<file path="config.mk">
export PLATFORM = sky130hd
export DESIGN_NAME = vga_scan_ctrl_flat
export DESIGN_NICKNAME = d
export VERILOG_FILES = /design/src/rtl/vga_scan_ctrl_if.sv /design/src/rtl/vga_scan_ctrl.sv /design/src/flat_wrapper.sv
export SDC_FILE = /design/constraint.sdc
export NUM_CORES = 1
export LEC_CHECK = 0
export BUFFER_PORTS_ARGS = -buffer_cell sky130_fd_sc_hd__buf_2
export CORE_MARGIN = 1.5
export CORE_UTILIZATION = 33
export DETAILED_ROUTE_END_ITERATION = 7
export HOLD_SLACK_MARGIN = 0.03
export SYNTH_ARGS = -nofsm -noshare
export SYNTH_HDL_FRONTEND = slang
export SYNTH_SLANG_ARGS = --single-unit
</file>
<file path="constraint.sdc">
create_clock -name Clk -period 2.6 [get_ports Clk]
set_clock_uncertainty 0.1 [all_clocks]
set_input_delay 0.52 -clock Clk [delete_from_list [all_inputs] [get_ports Clk]]
set_output_delay 0.52 -clock Clk [all_outputs]
set_load 0.02 [all_outputs]
</file>
<file path="src/rtl/vga_scan_ctrl_if.sv">
// Pixel-memory read port and DAC/pin bundle of the VGA scan controller.
// The master side is the scan controller. The slave side is graphics memory plus the pins.
interface vga_scan_ctrl_if;
   logic [9:0]  h_addr;
   logic [8:0]  v_addr;
   logic [23:0] vga_data;
   logic        VgaHsync;
   logic        VgaVsync;
   logic        VgaBlankN;
   logic [7:0]  VgaR;
   logic [7:0]  VgaG;
   logic [7:0]  VgaB;
   logic        FrameStart;

   modport master (
      output h_addr, v_addr, VgaHsync, VgaVsync, VgaBlankN,
             VgaR, VgaG, VgaB, FrameStart,
      input  vga_data
   );

   modport slave (
      input  h_addr, v_addr, VgaHsync, VgaVsync, VgaBlankN,
             VgaR, VgaG, VgaB, FrameStart,
      output vga_data
   );
endinterface

</file>
<file path="src/rtl/vga_scan_ctrl.sv">
// Raster-scan timing generator and pixel reader.
// Counters sweep sync/back-porch/active/front-porch on both axes. Memory addresses are
// combinational from the counters. The pin outputs are registered on the pixel tick,
// so they lag the counters by exactly one pixel.
module vga_scan_ctrl #(
   parameter int CLK_DIV  = 2,
   parameter int H_ACTIVE = 640,
   parameter int H_FRONT  = 16,
   parameter int H_SYNC   = 96,
   parameter int H_BACK   = 48,
   parameter int V_ACTIVE = 480,
   parameter int V_FRONT  = 10,
   parameter int V_SYNC   = 2,
   parameter int V_BACK   = 33
) (
   input  logic           Clk,
   input  logic           Rst,
   vga_scan_ctrl_if.master bus
);
   localparam int H_TOTAL = H_SYNC + H_BACK + H_ACTIVE + H_FRONT;
   localparam int V_TOTAL = V_SYNC + V_BACK + V_ACTIVE + V_FRONT;
   localparam int HA0     = H_SYNC + H_BACK;
   localparam int VA0     = V_SYNC + V_BACK;
   localparam int DCW     = (CLK_DIV > 1) ? $clog2(CLK_DIV) : 1;
   localparam int HCW     = (H_TOTAL > 1) ? $clog2(H_TOTAL) : 1;
   localparam int VCW     = (V_TOTAL > 1) ? $clog2(V_TOTAL) : 1;

   logic [DCW-1:0] div_cnt_q, div_cnt_d;
   logic [HCW-1:0] h_cnt_q, h_cnt_d;
   logic [VCW-1:0] v_cnt_q, v_cnt_d;
   logic           hsync_q, hsync_d;
   logic           vsync_q, vsync_d;
   logic           blank_n_q, blank_n_d;
   logic [23:0]    rgb_q, rgb_d;
   logic           frame_start_q, frame_start_d;

   logic tick, h_last, v_last;
   logic h_sync, v_sync, h_active, v_active, visible;

   // With CLK_DIV=1 the divider is stuck at 0, so the tick is permanently high.
   assign tick   = (div_cnt_q == DCW'(CLK_DIV - 1));
   assign h_last = (h_cnt_q == HCW'(H_TOTAL - 1));
   assign v_last = (v_cnt_q == VCW'(V_TOTAL - 1));

   // The region decode is done in int so that region ends equal to the total still compare cleanly.
   assign h_sync   = (int'(h_cnt_q) < H_SYNC);
   assign v_sync   = (int'(v_cnt_q) < V_SYNC);
   assign h_active = (int'(h_cnt_q) >= HA0) && (int'(h_cnt_q) < HA0 + H_ACTIVE);
   assign v_active = (int'(v_cnt_q) >= VA0) && (int'(v_cnt_q) < VA0 + V_ACTIVE);
   assign visible  = h_active & v_active;

   // Memory addresses are relative to the active window and are parked at 0 outside it.
   assign bus.h_addr = h_active ? 10'(int'(h_cnt_q) - HA0) : 10'd0;
   assign bus.v_addr = v_active ? 9'(int'(v_cnt_q) - VA0) : 9'd0;

   assign bus.VgaHsync   = hsync_q;
   assign bus.VgaVsync   = vsync_q;
   assign bus.VgaBlankN  = blank_n_q;
   assign bus.VgaR       = rgb_q[23:16];
   assign bus.VgaG       = rgb_q[15:8];
   assign bus.VgaB       = rgb_q[7:0];
   assign bus.FrameStart = frame_start_q;

   // Counter next-state: divider every cycle, h on tick, v on h wrap.
   always_comb begin
      div_cnt_d = tick ? '0 : div_cnt_q + 1'b1;
      h_cnt_d   = h_cnt_q;
      v_cnt_d   = v_cnt_q;
      if (tick) begin
         h_cnt_d = h_last ? '0 : h_cnt_q + 1'b1;
         if (h_last) v_cnt_d = v_last ? '0 : v_cnt_q + 1'b1;
      end
   end

   // Pin stage next-state: sample the current pixel on tick; blanked pixels are forced to black.
   always_comb begin
      hsync_d   = hsync_q;
      vsync_d   = vsync_q;
      blank_n_d = blank_n_q;
      rgb_d     = rgb_q;
      if (tick) begin
         hsync_d   = ~h_sync;
         vsync_d   = ~v_sync;
         blank_n_d = visible;
         rgb_d     = visible ? bus.vga_data : 24'h0;
      end
      // Single Clk pulse right after the tick that wraps both counters.
      frame_start_d = tick & h_last & v_last;
   end

   // State registers; reset restarts the scan at the top-left of the frame.
   always_ff @(posedge Clk or posedge Rst) begin
      if (Rst) begin
         div_cnt_q     <= '0;
         h_cnt_q       <= '0;
         v_cnt_q       <= '0;
         hsync_q       <= 1'b1;
         vsync_q       <= 1'b1;
         blank_n_q     <= 1'b0;
         rgb_q         <= 24'h0;
         frame_start_q <= 1'b0;
      end else begin
         div_cnt_q     <= div_cnt_d;
         h_cnt_q       <= h_cnt_d;
         v_cnt_q       <= v_cnt_d;
         hsync_q       <= hsync_d;
         vsync_q       <= vsync_d;
         blank_n_q     <= blank_n_d;
         rgb_q         <= rgb_d;
         frame_start_q <= frame_start_d;
      end
   end
endmodule
</file>
<file path="src/flat_wrapper.sv">
// flat-port wrapper written by rule: the top's interface ports become plain ports
module vga_scan_ctrl_flat 
#(
   parameter int CLK_DIV  = 2,
   parameter int H_ACTIVE = 640,
   parameter int H_FRONT  = 16,
   parameter int H_SYNC   = 96,
   parameter int H_BACK   = 48,
   parameter int V_ACTIVE = 480,
   parameter int V_FRONT  = 10,
   parameter int V_SYNC   = 2,
   parameter int V_BACK   = 33
)
  (Clk, Rst, bus_h_addr, bus_v_addr, bus_VgaHsync, bus_VgaVsync, bus_VgaBlankN, bus_VgaR, bus_VgaG, bus_VgaB, bus_FrameStart, bus_vga_data);
  vga_scan_ctrl_if bus_i ();
  input  logic Clk;
  input  logic Rst;
  output wire logic [$bits(bus_i.h_addr)-1:0] bus_h_addr;
  output wire logic [$bits(bus_i.v_addr)-1:0] bus_v_addr;
  output wire logic [$bits(bus_i.VgaHsync)-1:0] bus_VgaHsync;
  output wire logic [$bits(bus_i.VgaVsync)-1:0] bus_VgaVsync;
  output wire logic [$bits(bus_i.VgaBlankN)-1:0] bus_VgaBlankN;
  output wire logic [$bits(bus_i.VgaR)-1:0] bus_VgaR;
  output wire logic [$bits(bus_i.VgaG)-1:0] bus_VgaG;
  output wire logic [$bits(bus_i.VgaB)-1:0] bus_VgaB;
  output wire logic [$bits(bus_i.FrameStart)-1:0] bus_FrameStart;
  input wire logic [$bits(bus_i.vga_data)-1:0] bus_vga_data;
  assign bus_h_addr = bus_i.h_addr;
  assign bus_v_addr = bus_i.v_addr;
  assign bus_VgaHsync = bus_i.VgaHsync;
  assign bus_VgaVsync = bus_i.VgaVsync;
  assign bus_VgaBlankN = bus_i.VgaBlankN;
  assign bus_VgaR = bus_i.VgaR;
  assign bus_VgaG = bus_i.VgaG;
  assign bus_VgaB = bus_i.VgaB;
  assign bus_FrameStart = bus_i.FrameStart;
  assign bus_i.vga_data = bus_vga_data;
  vga_scan_ctrl #(.CLK_DIV(CLK_DIV), .H_ACTIVE(H_ACTIVE), .H_FRONT(H_FRONT), .H_SYNC(H_SYNC), .H_BACK(H_BACK), .V_ACTIVE(V_ACTIVE), .V_FRONT(V_FRONT), .V_SYNC(V_SYNC), .V_BACK(V_BACK)) u_core (.Clk(Clk), .Rst(Rst), .bus(bus_i));
endmodule
</file>
== Word level (Yosys, flattened, before mapping) ==
Cells that the tools add are included.
Storage, ports and cells
  register bits after elaboration: 49
  input port bits: 26
Cells by class
  muxes and demuxes: 6
  reduce and logical (&&, ||, !) cells: 3
  $add $sub $neg: 5
  bitwise gates (word level): 5
  $lt $le $gt $ge: 6
  eq/ne operators: 2
Operator list (count)
  $mux 10: 3
  $mux 24: 1
  $add 10x1->10 const B: 2
  $eq 10x10->1 const B: 2
  $lt 10x10->1 const B: 2
  $ge 10x6->1 const B: 1
  $ge 10x8->1 const B: 1
  $lt 10x2->1 const B: 1
  $lt 10x7->1 const B: 1
  $sub 10x8->10 const B: 1
  $mux 9: 1
  $sub 9x6->9 const B: 1
  $and 1x1->1: 3
  $logic_and 1x1->1: 2
  $not 1->1: 2
  $reduce_and 2->1: 1
  $add 1x1->1 const B: 1
  $mux 1: 1

== Logic depth before layout (Yosys ltp) ==
Gate-level depths: netlist of the first run.
  depth in word-level cells: 4
  mapped depth: 7
  depth with buffers taken out: 6

== Least setup slack after synthesis of the first run ==
Ideal clock, no wire load.
  path kind: register -> output
  start: register u_core.h_cnt_q[5]
  end: output port bus_h_addr[7]
  stages on the path, launching flop included: 8
  data required time: 1.980 ns
  arrival: 2.088 ns
  path slack: -0.108 ns
  cells stage by stage: dfrtp_1 > inv_1 > ha_1 > nand4b_1 > or3_4 > and2_1 > buf_2 > nor4_1
On the way
  cells in the longest elaborated chain, start to end: 3
  elaborated cells on any way between the ends: 5
Ends and longest elaborated chain
  start: declaration: line vga_scan_ctrl.sv:29  | logic [HCW-1:0] h_cnt_q, h_cnt_d;
  start signal: assignment: line vga_scan_ctrl.sv:104  | h_cnt_q <= h_cnt_d;
  $ge 10x8->1 or $lt 10x10->1 (tied branches): line vga_scan_ctrl.sv:48  | assign h_active = (int'(h_cnt_q) >= HA0) && (int'(h_cnt_q) < HA0 + H_ACTIVE);
  $logic_and 1x1->1: line vga_scan_ctrl.sv:48
  $mux 10 *: line vga_scan_ctrl.sv:53  | assign bus.h_addr = h_active ? 10'(int'(h_cnt_q) - HA0) : 10'd0;
  end: declaration: line flat_wrapper.sv:18  | output wire logic [$bits(bus_i.h_addr)-1:0] bus_h_addr;
Mark *: on every way between the ends. The rest lies on a longest branch, timed or not.

== Worst setup path after layout of the first run ==
  start: register u_core.h_cnt_q[0]
  end: output port bus_h_addr[3]
The elaborated chain is that of the path after synthesis.

==> reports/metrics.cfg, run 1 <==
[status]
status = complete, no violations

[synthesis]
synthTopCellsByArea = dfrtp_1 44%, a31o_1 7.9%, nor2b_1 6.3%, xnor2_1 3.9%, ha_1 3.3%
seq_area_frac_synth_pct = 46.0
yosysTopAreaCellShare_pct = 44.0
yosys_warnings = 0
yosysMostFrequentCell = dfrtp_1
yosys.area.top_type = dfrtp_1
synthesis.area_um2 = 2670
synth_cell_types = 48
synth_common_cells = 47 x dfrtp_1, 27 x nor2b_1, 24 x a31o_1, 16 x nand2_1, 16 x nor3_1
synth-edff-count = 0
async_reset_ff_share_pct = 100
synth_seq_cells = 49
synth_cells = 267
postSynthAreaPerCell_um2 = 10.0
syn-num-nets = 300
synthFlopType = dfrtp_1

[setup_path]
r2r_slack_ps = 240
crit_family = simple AND/OR/NAND/NOR gates
critPathBufInv = 2
setup.worst_path.end_class = output port
r2r_cells = 7
path_class = flip-flop to output port
path_max_fanout = 5
setup.worst_path.start = u_core.h_cnt_q[0]$_DFFE_PP0P_
rr_startpoint = u_core.h_cnt_q[1]$_DFFE_PP0P_
critPathMaxStageDelay_ps = 400
arrival_ps = 1940
cp_cell_sequence = inv_2, ha_1, nand4b_1, or3_4, and2_4, nor3b_2, buf_4
crit_required_ps = 1980
critPathSlowestCell = dfrtp_1
cp-start-kind = flip-flop
r2r_end = u_core.v_cnt_q[5]$_DFFE_PP0P_

[cts]
cts_buffers = 5
cts_sinks = 49
htreeDepth = 2
clock_path_buffers = 2
clk_latency_ps = 300
cts_root_buffer = clkbuf_8
clkSlewWorstSetupHoldPaths_ps = 90
cts_tree = yes

[layout]
drive_gt1_share_pct = 39.8
nets = 386
antenna_cells = 0
postLayoutCellArea_um2 = 3500
fin_util_pct = 45.1
finalNonFillerCells = 456
area_delta_synth_final_pct = 31.3

[timing]
worst_pin_slew_ps = 654
hold_viol = 0
worst_slack_ps = 41.3
rsz0062_at_grt = yes
min_period_over_period_pct = 98.4
relSlewSlack_pct = 56.3
period_minus_slack_ps = 2560
whs_ps = 200
setup_viol = 0
fmax_ghz = 0.391
maxSlewViolCount = 0

[routing]
drtAntennaViolNets = 0
first_pass_iters = 4
wire_per_inst_um = 14.4
vias = 2235
drt_iter0_markers = 78
routed_via_density = 4.90
routed_wl_um = 6580
remaining_drc_errors = 0

[place]
dp_hpwl_um = 4420
place_inst = 439
place.gp.congestion = 0.842
place_area_um2 = 3200
dp_slack_ps = 110
port_buffers = 72

[grt]
gr-total-overflow = 0
grt_pass1_wl_um = 10300
grt_max_degree = 60
grt_pass1_vias = 2184
antenna_found_initial = 0
grt.total_usage_pct = 15.1

[power_and_ir_drop]
p_leak_uw = 0.00173
peakVddDrop_v = 0.000178
power_density_nw_per_um2 = 354

[floorplanning]
core_area_um2 = 7770
die-area_um2 = 8640
fp-row-count = 32
io_pins = 73
die_width_um = 93.0
start_util_pct = 34.4
die-height_um = 93.0

[min_path]
worstHoldPathType = input pin to async pin

[flow_run]
drv_cap = 0

[kinds of logic after synthesis]
kind of cell               synth area share (%)
AOI/OAI and AO/OA                          15.4
xor gates and xnor gates                   4.59
adders and majority gates                  3.28
buffers and inverters                      5.44
DFF                                        46.0
muxes                                      1.17
and+or+nand+nor                            24.1
[how the worst max path moves through the flow]
stage / end / cells past startpoint
4_1_cts: bus_h_addr[3] / 7
6_report: bus_h_addr[3] / 7
3_5_place_dp: bus_h_addr[7] / 7
2_1_floorplan: bus_v_addr[2] / 6
5_1_grt: bus_h_addr[3] / 7
3_3_place_gp: bus_h_addr[7] / 7
[power breakdown]
group | leakage (µW) | internal, µW | switching, µW
clock | 0.0000374 | 190 | 254
sequential | 0.000661 | 761 | 0
combinational | 0.00103 | 15.3 | 20.9
total | 0.00173 | 967 | 275
[layout by cell type (no fill, tap or decap), types with 3 or more instances in the layout]
master	n
inv_1	7
nor3_1	9
inv_2	4
a21oi_1	6
nor3_2	6
o21ai_0	5
nand4_1	6
a31o_1	24
nor2_1	14
xnor2_1	12
dfrtp_2	3
or3_1	3
nand3_1	10
clkbuf_8	5
buf_4	34
ha_1	4
nor2b_1	27
and2_4	3
dfrtp_1	44
nand2_1	16
buf_2	63
[state kept, by name, indices dropped and copies added, names as in the netlist]
name                   count
u_core.rgb_q              24
u_core.v_cnt_q            10
u_core.bus.FrameStart      1
u_core.div_cnt_q           1
u_core.bus.VgaVsync        1
u_core.h_cnt_q            10
u_core.bus.VgaHsync        1
u_core.bus.VgaBlankN       1
[routing by layer]
| layer | up-vias | track usage (%) | part of all wire, % |
|---|---|---|---|
| met5 | - | 0 | 0 |
| met4 | 0 | 2.53 | 0.20 |
| met3 | 2 | 4.02 | 7.1 |
| met2 | 82 | 24.8 | 47 |
| met1 | 1035 | 20.2 | 46 |
| li1 | 1116 | - | - |
[worst reg2reg max path, cell delays in order (launching register included)]
cell and delay, ps:
dfrtp_1 370, buf_4 120, buf_4 100, ha_1 180
nand4_1 340, nor4_1 650, nand4_1 220, xnor2_1 160
[layout make-up]
class / count / area, µm²
clock buffer: 6 / 72.6
clock inverter: 2 / 15.0
fill: 734 / 4260
inverter: 11 / 41.3
multi-input combinational: 188 / 1430
sequential: 49 / 1230
tap: 102 / 128
timing repair buffer: 98 / 582
[metrics by stage]
step	TNS, ps	power, µW
global route	-149	1310
finish	0	1240
floorplan	0	788
global placement	0	814
CTS	-38.2	1260
detailed placement	0	814
[timing repair]
action,CTS,global route
cloned,1,0
setup buffers,4,4
pin swaps,2,13
hold buffers,0,0
endpoints found under the setup margin,18,18
resized for setup,12,30
hold endpoints to repair,0,0
(Power assumes the default switching activity.)
==> run 2: changes to the inputs <==
CELL_PAD_IN_SITES_DETAIL_PLACEMENT = 0   (was unset)
CELL_PAD_IN_SITES_GLOBAL_PLACEMENT = 1   (was unset)
PLACE_DENSITY_LB_ADDON = 0.1   (was unset)
==> reports/metrics.cfg, run 2 (synthesis results as in run 1) <==
[setup_path]
setup.worst_path.start = u_core.h_cnt_q[4]$_DFFE_PP0P_
critPathSlowestCell = dfrtp_2
cp-start-kind = flip-flop
setup.worst_path.end_class = output port
crit_required_ps = 1980
path_max_fanout = 6
arrival_ps = 1930
path_class = flip-flop to output port
cp_cell_sequence = inv_1, ha_4, nand2b_4, o211a_4, clkbuf_4, nor3_4, buf_6
critPathMaxStageDelay_ps = 460
rr_startpoint = u_core.h_cnt_q[4]$_DFFE_PP0P_

[layout]
largest_register_ffs = 24
drive_gt1_share_pct = 40.7
reg.largest.list = u_core.rgb_q: 24 flops, u_core.h_cnt_q: 10 flops, u_core.v_cnt_q: 10 flops
multi_input_area_um2 = 1450
nets = 393
register_area_um2 = 1230
area_delta_synth_final_pct = 33.3
regMostFlops = u_core.rgb_q
layout_common_cells = 68 x buf_2, 44 x dfrtp_1, 34 x buf_4
antenna_cells = 0
fillers = 789
final_common_cell = buf_2

[routing]
vias = 2293
dr_wl_met2_um = 3060
highest_layer = met4
drt_iter0_markers = 84
remaining_drc_errors = 0
wire_per_inst_um = 14.8
first_pass_iters = 4
wl_met1_um = 3310
routed_wl_um = 6830
drtAntennaViolNets = 0
routed_via_density = 4.95
route.met3.wl_um = 371

[flow_run]
drv_cap = 0

[timing]
whs_ps = 131
period_minus_slack_ps = 2550
worst_slack_ps = 45.2
worst_pin_slew_ps = 539
relSlewSlack_pct = 64.1
fmax_ghz = 0.391
min_period_over_period_pct = 98.3
setup_viol = 0
hold_viol = 0
maxSlewViolCount = 0

[floorplanning]
die-height_um = 93.0
core_area_um2 = 7770
die_width_um = 93.0
io_pins = 73
die-area_um2 = 8640
start_util_pct = 34.4
fp-row-count = 32

[cts]
cts_sinks = 49
htreeDepth = 2
clkSlewWorstSetupHoldPaths_ps = 100
cts-hold-fix-buffers = 0
cts_buffers = 5
cts_root_buffer = clkbuf_8
cts_tree = yes
clock_path_buffers = 2
clk_latency_ps = 300

[place]
port_buffers = 72
dp_slack_ps = 115
place.gp.congestion = 0.751
dp_hpwl_um = 4660

[grt]
grt_pass1_wl_um = 11100
grt.total_usage_pct = 16.1
grt_max_degree = 59
gr-total-overflow = 0
grt_pass1_vias = 2211
antenna_found_initial = 0

[power_and_ir_drop]
peakVddDrop_v = 0.000186
p_leak_uw = 0.00175
power_density_nw_per_um2 = 354

[status]
status = complete, no violations

[min_path]
worstHoldPathType = input pin to async pin

## run 2: cell type report
class	instances	area share [%]
clock buffer	6	2.04
clock inverter	2	0.422
inverter	11	1.16
multi-input combinational	188	40.6
sequential	49	34.6
tap	102	3.59
timing repair buffer	105	17.6
## run 2: power breakdown
group | switching (µW) | internal [µW]
Combinational | 20.8 | 15.2
Sequential | 0 | 762
Clock | 273 | 190
## run 2: worst max-delay path, delay by kind of cell (launching register included)
kind | cells | cell delay [ps]
and+or+nand+nor | 2 | 260
DFF | 1 | 460
adders and majority gates | 1 | 170
buffers and inverters | 3 | 450
AOI/OAI and AO/OA | 1 | 290
## run 2: timing repair
| action | in CTS | in global routing |
|---|---|---|
| hold endpoints to repair | 0 | 0 |
| endpoints found under the setup margin | 18 | 18 |
| setup buffers | 3 | 8 |
| resized for setup | 17 | 22 |
| cloned | 1 | 0 |
| pin swaps | 2 | 6 |
## run 2: worst paths after layout
check,endpoint,slack (ps),depth (start not counted)
hold reg to reg,u_core.bus.VgaHsync$_DFFE_PP1P_,400,2
setup reg to reg,u_core.bus.VgaBlankN$_DFFE_PP0P_,270,9
hold / removal,u_core.v_cnt_q[0]$_DFFE_PP0P_,130,2
setup / recovery,bus_h_addr[9],50,7
max in group asynchronous,u_core.bus.VgaHsync$_DFFE_PP1P_,1630,3
min in group Clk,u_core.rgb_q[4]$_DFFE_PP0P_,350,2
## run 2: routing by layer
| metal | global-route usage, % | vias up |
|---|---|---|
| li1 | - | 1130 |
| met1 | 22.7 | 1087 |
| met2 | 25.0 | 68 |
| met3 | 3.53 | 8 |
| met4 | 4.04 | 0 |
| met5 | 0 | - |
## run 2: per-stage QoR
stage	setup TNS, ps	std cells	area (µm²)	total power [µW]	utilization, %
final	0	463	3560	1260	45.8
after global routing	-110	463	3560	1320	45.8
after CTS	0	455	3380	1280	43.6
after detailed placement	0	443	3230	814	41.5
after global placement	0	443	3230	814	41.5
after floorplan	0	267	2680	788	-
